$ cat config.mk
export PLATFORM = sky130hd
export DESIGN_NAME = ipsmacge_txpausectl
export DESIGN_NICKNAME = d
export VERILOG_FILES = /design/src/rtl/ipsmacge_pkg.sv /design/src/rtl/ipsmacge_quantimer.sv /design/src/rtl/ipsmacge_txpausectl.sv
export SDC_FILE = /design/constraint.sdc
export NUM_CORES = 1
export LEC_CHECK = 0
export ABC_AREA = 1
export CAP_MARGIN = 20
export CORE_ASPECT_RATIO = 0.7
export CORE_UTILIZATION = 46
export CTS_CLUSTER_SIZE = 14
export DETAILED_ROUTE_END_ITERATION = 12
export PLACE_DENSITY = 0.85
export SYNTH_ARGS = -nofsm -noshare
export SYNTH_HDL_FRONTEND = slang
export SYNTH_SLANG_ARGS = --single-unit
$ cat constraint.sdc
create_clock -name txclk -period 1.53 [get_ports txclk]
set_input_delay 0.306 -clock txclk [delete_from_list [all_inputs] [get_ports txclk]]
set_output_delay 0.306 -clock txclk [all_outputs]
set_load 0.05 [all_outputs]
$ cat src/rtl/ipsmacge_pkg.sv
// ipsmacge_pkg: definitions shared by the GE MAC pause-frame logic.
//   - pau_state_e : the 2-bit state encoding of the transmit pause scheduler
//   - QBYTE_DEF   : byte-time strobes per pause quanta (512 bit times)
//   - PAU_DA, PAU_TYPE, PAU_OPCODE : MAC control frame fields, shared with the
//     transmit framer that builds the pause frame
package ipsmacge_pkg;

  localparam int QBYTE_DEF = 64;

  localparam logic [47:0] PAU_DA     = 48'h01_80_C2_00_00_01;
  localparam logic [15:0] PAU_TYPE   = 16'h8808;
  localparam logic [15:0] PAU_OPCODE = 16'h0001;

  typedef enum logic [1:0] {
    ST_IDLE      = 2'd0,
    ST_XOFF_REQ  = 2'd1,
    ST_XOFF_HOLD = 2'd2,
    ST_XON_REQ   = 2'd3
  } pau_state_e;

endpackage : ipsmacge_pkg

$ cat src/rtl/ipsmacge_quantimer.sv
// ipsmacge_quantimer: byte-time to pause-quanta prescaler plus the XOFF refresh
// down-counter.
//   clk, rst_  : clock, asynchronous active-low reset
//   clr        : synchronous clear of both counters (held while not pausing)
//   load       : clear the prescaler and load the refresh counter with ldval
//   ldval      : refresh interval in quanta; 0 disables the refresh
//   byte_stb   : one pulse per transmitted byte time
//   expire     : one-cycle pulse, a quanta tick while the refresh count is 1
module ipsmacge_quantimer
  import ipsmacge_pkg::*;
#(
  parameter int QNT_W = 16,
  parameter int QBYTE = QBYTE_DEF
) (
  input  logic             clk,
  input  logic             rst_,
  input  logic             clr,
  input  logic             load,
  input  logic [QNT_W-1:0] ldval,
  input  logic             byte_stb,
  output logic             expire
);

  localparam int                BCNT_W   = (QBYTE > 1) ? $clog2(QBYTE) : 1;
  localparam logic [BCNT_W-1:0] BCNT_MAX = BCNT_W'(QBYTE - 1);
  localparam logic [QNT_W-1:0]  RCNT_ONE = QNT_W'(1);

  logic [BCNT_W-1:0] bcnt;
  logic [QNT_W-1:0]  rcnt;
  logic              tick;

  // A tick is the wrap of the byte counter; it is meaningless while cleared.
  assign tick   = byte_stb & (bcnt == BCNT_MAX) & ~clr & ~load;
  // A count of 0 never matches, so ldval = 0 disables the refresh entirely.
  assign expire = tick & (rcnt == RCNT_ONE);

  // NOTE: state registers use non-blocking assignments so every flop samples
  // the pre-edge values; blocking here would create order-dependent races.
  always_ff @(posedge clk or negedge rst_) begin
    if (!rst_) begin
      bcnt <= '0;
      rcnt <= '0;
    end else if (load) begin
      // load outranks clr: the load edge is also the last edge outside hold.
      bcnt <= '0;
      rcnt <= ldval;
    end else if (clr) begin
      bcnt <= '0;
      rcnt <= '0;
    end else begin
      if (byte_stb) begin
        bcnt <= (bcnt == BCNT_MAX) ? '0 : bcnt + BCNT_W'(1);
      end
      // Floor at 1 so the counter keeps expiring on every later tick.
      if (tick && (rcnt > RCNT_ONE)) begin
        rcnt <= rcnt - RCNT_ONE;
      end
    end
  end

endmodule : ipsmacge_quantimer

$ cat src/rtl/ipsmacge_txpausectl.sv
// ipsmacge_txpausectl: transmit flow-control scheduler for the GE MAC.
// Watches the receive-FIFO level and asks the framer for XOFF (programmed
// quanta) or XON (quanta 0) pause frames, re-sending XOFF on a refresh timer
// while the link partner is paused.
//   txclk, txrst_        : clock, asynchronous active-low reset
//   up_act               : port active; 0 synchronously clears FSM and timers
//   up_pauen             : pause generation enable
//   up_quanta/up_refresh : XOFF quanta, XOFF re-send interval (0 = none)
//   up_hiwm/up_lowm      : XOFF / XON watermarks (up_lowm < up_hiwm)
//   fifo_lvl             : receive-FIFO occupancy
//   byte_stb             : one pulse per transmitted byte time
//   pa_ack               : framer started a pause frame (acknowledge)
//   pa_ien/pa_off/oquanta: pause request, XON flag, quanta for the framer
//   pau_act              : link partner considered paused
//   st_xoff/st_xon       : saturating frame counters, cleared by clr_stat
module ipsmacge_txpausectl
  import ipsmacge_pkg::*;
#(
  parameter int LVL_W = 10,
  parameter int QNT_W = 16,
  parameter int QBYTE = QBYTE_DEF,
  parameter int STC_W = 16
) (
  input  logic             txclk,
  input  logic             txrst_,
  input  logic             up_act,
  input  logic             up_pauen,
  input  logic [QNT_W-1:0] up_quanta,
  input  logic [QNT_W-1:0] up_refresh,
  input  logic [LVL_W-1:0] up_hiwm,
  input  logic [LVL_W-1:0] up_lowm,
  input  logic [LVL_W-1:0] fifo_lvl,
  input  logic             byte_stb,
  input  logic             pa_ack,
  output logic             pa_ien,
  output logic             pa_off,
  output logic [QNT_W-1:0] oquanta,
  output logic             pau_act,
  output logic [STC_W-1:0] st_xoff,
  output logic [STC_W-1:0] st_xon,
  input  logic             clr_stat
);

  pau_state_e state;
  logic       xoff_cond;
  logic       xon_cond;
  logic       xoff_ack;
  logic       xon_ack;
  logic       expire;

  assign xoff_ack = up_act & pa_ack & (state == ST_XOFF_REQ);
  assign xon_ack  = up_act & pa_ack & (state == ST_XON_REQ);

  // Watermark decisions are registered once, so the FSM sees a level change
  // one cycle later and the FIFO-level compare stays off the FSM path.
  always_ff @(posedge txclk or negedge txrst_) begin
    if (!txrst_) begin
      xoff_cond <= 1'b0;
      xon_cond  <= 1'b0;
    end else if (!up_act) begin
      xoff_cond <= 1'b0;
      xon_cond  <= 1'b0;
    end else begin
      xoff_cond <= up_pauen & (fifo_lvl >= up_hiwm);
      xon_cond  <= ~up_pauen | (fifo_lvl <= up_lowm);
    end
  end

  ipsmacge_quantimer #(
    .QNT_W (QNT_W),
    .QBYTE (QBYTE)
  ) u_quantimer (
    .clk      (txclk),
    .rst_     (txrst_),
    .clr      (~up_act | (state != ST_XOFF_HOLD)),
    .load     (xoff_ack),
    .ldval    (up_refresh),
    .byte_stb (byte_stb),
    .expire   (expire)
  );

  // pa_off and oquanta are written only on entry to a REQ state; the framer
  // samples them after SFD, i.e. after pa_ack, so they must not move then.
  always_ff @(posedge txclk or negedge txrst_) begin
    if (!txrst_) begin
      state   <= ST_IDLE;
      pa_ien  <= 1'b0;
      pa_off  <= 1'b0;
      oquanta <= '0;
      pau_act <= 1'b0;
    end else if (!up_act) begin
      state   <= ST_IDLE;
      pa_ien  <= 1'b0;
      pa_off  <= 1'b0;
      oquanta <= '0;
      pau_act <= 1'b0;
    end else begin
      case (state)
        ST_IDLE: begin
          if (xoff_cond) begin
            state   <= ST_XOFF_REQ;
            pa_ien  <= 1'b1;
            pa_off  <= 1'b0;
            oquanta <= up_quanta;
          end
        end
        ST_XOFF_REQ: begin
          if (pa_ack) begin
            state   <= ST_XOFF_HOLD;
            pa_ien  <= 1'b0;
            pau_act <= 1'b1;
          end
        end
        ST_XOFF_HOLD: begin
          if (xon_cond) begin
            state   <= ST_XON_REQ;
            pa_ien  <= 1'b1;
            pa_off  <= 1'b1;
            oquanta <= '0;
          end else if (expire) begin
            state   <= ST_XOFF_REQ;
            pa_ien  <= 1'b1;
            pa_off  <= 1'b0;
            oquanta <= up_quanta;
          end
        end
        ST_XON_REQ: begin
          // An ack beats a new XOFF demand; that demand is seen from IDLE.
          if (pa_ack) begin
            state   <= ST_IDLE;
            pa_ien  <= 1'b0;
            pau_act <= 1'b0;
          end else if (xoff_cond) begin
            state   <= ST_XOFF_REQ;
            pa_ien  <= 1'b1;
            pa_off  <= 1'b0;
            oquanta <= up_quanta;
          end
        end
        default: state <= ST_IDLE;
      endcase
    end
  end

  // Statistics survive up_act; only txrst_ and clr_stat clear them.
  always_ff @(posedge txclk or negedge txrst_) begin
    if (!txrst_) begin
      st_xoff <= '0;
      st_xon  <= '0;
    end else if (clr_stat) begin
      st_xoff <= '0;
      st_xon  <= '0;
    end else begin
      if (xoff_ack && (st_xoff != '1)) begin
        st_xoff <= st_xoff + STC_W'(1);
      end
      if (xon_ack && (st_xon != '1)) begin
        st_xon <= st_xon + STC_W'(1);
      end
    end
  end

endmodule : ipsmacge_txpausectl

==> flow_summary.yaml <==
synthesis:
  synth_seq_area_share_pct: 36.2
  avgSynthCellArea_um2: 6.89
  synth_cell_types: 38
  async_reset_ff_share_pct: 100
  yosys-top-cells-area: "dfrtp_1 36%, nand2_1 18%, inv_1 7.1%"
  synth_seq_cells: 77
  synth_warnings: 0
  yosysTopAreaCellShare_pct: 36.2
  syn_nets: 866
  yosys.area.top_type: "dfrtp_1"
  synth_edf_count: 0
  netlist_instances: 772
  syn_area_um2: 5320
  ys.flop_type: "dfrtp_1"
final_layout:
  fillers: 719
  final_cells: 1165
  drive_above_1_share_pct: 31.8
  fin_nets: 1101
  antenna_cells: 0
  area_growth_pct: 66.5
detailed_routing:
  wl_per_cell_um: 15.6
  top_layer: "met4"
  drt_wl_total_mm: 18.2
  dr_wl_met3_mm: 1.55
  drcViolationCount: 0
  wl_met1_mm: 7.72
  vias: 6333
  dr.pass1.iters: 5
  via_per_inst: 5.44
  wl_met2_mm: 8.36
  first_iter_violations: 698
  antenna_left: 0
global_route:
  grt_pass1_wl_mm: 28.1
  overflow: 0
  grt_pass1_vias: 5965
  grt_max_degree: 29
  grtUsageTotal_pct: 30.0
  antenna_found_initial: 0
critical_path:
  required_ns: 1.75
  reg2regPathDepth: 10
  cpPeakStageDelay_ns: 0.37
  cp_slowest_cell: "dfrtp_1"
  critPathArrivalTime_ns: 1.93
  cp_common_cell: "nand2_1"
  path_cells: "inv_2 -> ha_4 -> nand2_2 -> nor2_2 -> nand2_1 -> nand3_2 -> nand2_4 -> buf_12 -> nand2_1 -> o21ai_1"
  r2r_end: "u_quantimer.rcnt[1]"
  worstSetupStartpointType: "flop"
  r2r-start: "u_quantimer.rcnt[1]"
  cp_max_fo: 8
  worstSetupEndpointType: "flop"
  reg2reg_setup_slack_ns: -0.18
  criticalPathCategory: "flop to flop"
clock_tree:
  cts_root_buf: "clkbuf_16"
  cts_tree: "done"
  clk_latency_ns: 0.35
  clk_path_buf_depth: 2
  cts_buffers: 9
  cts_sinks: 77
  clkTransAtPathRegs_ns: 0.06
  htreeDepth: 3
floorplanning:
  die_y_um: 92.0
  ios: 120
  start_util_pct: 47.8
  row_count: 32
  dieArea_um2: 12000
  core_um2: 11100
  die_w_um: 131
timing:
  tightest_slew_ns: 0.387
  hold_viol: 0
  finalSetupViolations: 35
  relSlewSlack_pct: 74.2
  fin_tns_setup_ns: -2.37
  period_minus_slack_ns: 1.71
  fin_crit_sh_pct: 112
  drv_slew: 0
  fmax_ghz: 0.584
  setup_ws_ns: -0.182
  rsz0062_at_grt: "yes"
  clock_skew_ns: 0.00489
hold_path:
  hold_class: "primary input to flop"
  hp-start: "pa_ack"
  hold_depth: 4
  hold_end: "state[0]"
power_and_ir_drop:
  powerDensity_nw_per_um2: 805
  power_leakage_uw: 0.00449
  ir_worst_vdd_v: 0.000686
run_status:
  violations: "setup timing"
  status: "finished with violations"
place:
  port_buffers: 119
  hpwl_mm: 12.2
  gp_congestion: 0.916
  pre_cts_ws_ns: -0.440
  placed_cells: 1135
job:
  cap_violations: 0
[placed cells by master, fill, tap and decap left out, types with 5 or more instances in the layout]
cell type        count
nand2_1            215
o21ai_0             21
inv_1               90
nor2_1              64
nor3_2               5
clkdlybuf4s50_1     65
xor2_1              13
buf_6                8
buf_12              57
dfrtp_2             33
dfrtp_1             44
nor2_2              10
buf_4              110
nand3_2              6
clkbuf_16            9
ha_1                20
nor2_4              13
o21ai_1             15
nand4_1             43
inv_2                9
a21oi_1             15
nor3_1               5
nand3_1             60
nand2_2             33
[where the power goes]
part,internal [uW],switching (uW)
Sequential,2170,165
Combinational,1150,1400
Clock,1390,856
Total,4720,2420
[Yosys cell counts (2+ instances only)]
library cell    n
nand2_1       250
inv_1         100
nor2_1         78
dfrtp_1        77
nand3_1        66
nand4_1        43
o21ai_0        31
ha_1           25
a21oi_1        15
xor2_1         14
nor3_1          8
buf_2           7
buf_4           7
nor2_2          7
o21ai_1         7
clkbuf_1        4
nor3_2          4
o21bai_1        4
and2_1          2
buf_6           2
nor2_4          2
o211ai_1        2
o21a_1          2
[state kept, by name, indices dropped and copies added (netlist names)]
| name | flops |
|---|---|
| oquanta | 16 |
| xon_cond | 1 |
| pau_act | 1 |
| st_xon | 16 |
| pa_off | 1 |
| xoff_cond | 1 |
| st_xoff | 16 |
| u_quantimer.rcnt | 16 |
| u_quantimer.bcnt | 6 |
| pa_ien | 1 |
| state | 2 |
[logic make-up after synthesis]
family          Yosys count  synth area share [%]
flops                    77                  36.2
fa+ha+maj                25                  5.88
buf+inv                 123                  9.62
compound gates           65                  6.96
xor+xnor                 15                  2.47
simple gates            467                  38.9
[worst max-delay path: cells and delay by family, from the launching register on]
kind	cells	cell delay (ns)
AOI/OAI and AO/OA	1	0.11
and+or+nand+nor	6	0.64
DFF	1	0.37
buffers and inverters	2	0.29
adders and majority gates	1	0.17
[layout make-up]
type	count	area [um2]	area share [%]
Multi-Input combinational cell	573	3230	36.5
Sequential cell	77	1970	22.2
Tap cell	153	191	2.16
Clock inverter	3	42.5	0.480
Inverter	102	388	4.38
Clock buffer	13	270	3.05
Timing Repair Buffer	244	2770	31.2
[layer usage]
metal / up-vias / GRT usage (%)
met5: - / 0
met4: 0 / 7.85
met1: 2978 / 40.8
met2: 339 / 47.7
met3: 58 / 7.00
li1: 2958 / -
[stage by stage]
| step | utilization, % | total power [uW] | hold WS [ns] | area (um2) |
|---|---|---|---|---|
| 6_report | 79.6 | 7130 | 0.386 | 8860 |
| 3_5_place_dp | 72.7 | 4590 | 0.252 | 8090 |
| 5_1_grt | 79.6 | 7430 | 0.422 | 8860 |
| 3_3_place_gp | 72.7 | 4540 | 0.250 | 8090 |
| 4_1_cts | 77.5 | 6950 | 0.440 | 8630 |
| 2_1_floorplan | - | 3450 | 0.0104 | 5440 |
[timing repair]
item | CTS | global route
hold endpoints to repair | 23 | 0
pin swaps | 14 | 16
resized for setup | 44 | 58
buffers inserted | 4 | 8
gates cloned | 2 | 0
hold buffers | 1 | 0
endpoints found under the setup margin | 56 | 69
[worst max-delay path by stage]
stage                        start             endpoint
4_1_cts        u_quantimer.bcnt[1]               pa_ien
5_1_grt        u_quantimer.bcnt[1]  u_quantimer.rcnt[1]
2_1_floorplan            st_xon[1]           st_xon[13]
3_3_place_gp                up_act            st_xon[0]
3_5_place_dp                up_act          oquanta[15]
6_report       u_quantimer.rcnt[1]  u_quantimer.rcnt[1]
No activity file was read; power rests on OpenSTA's default activity.
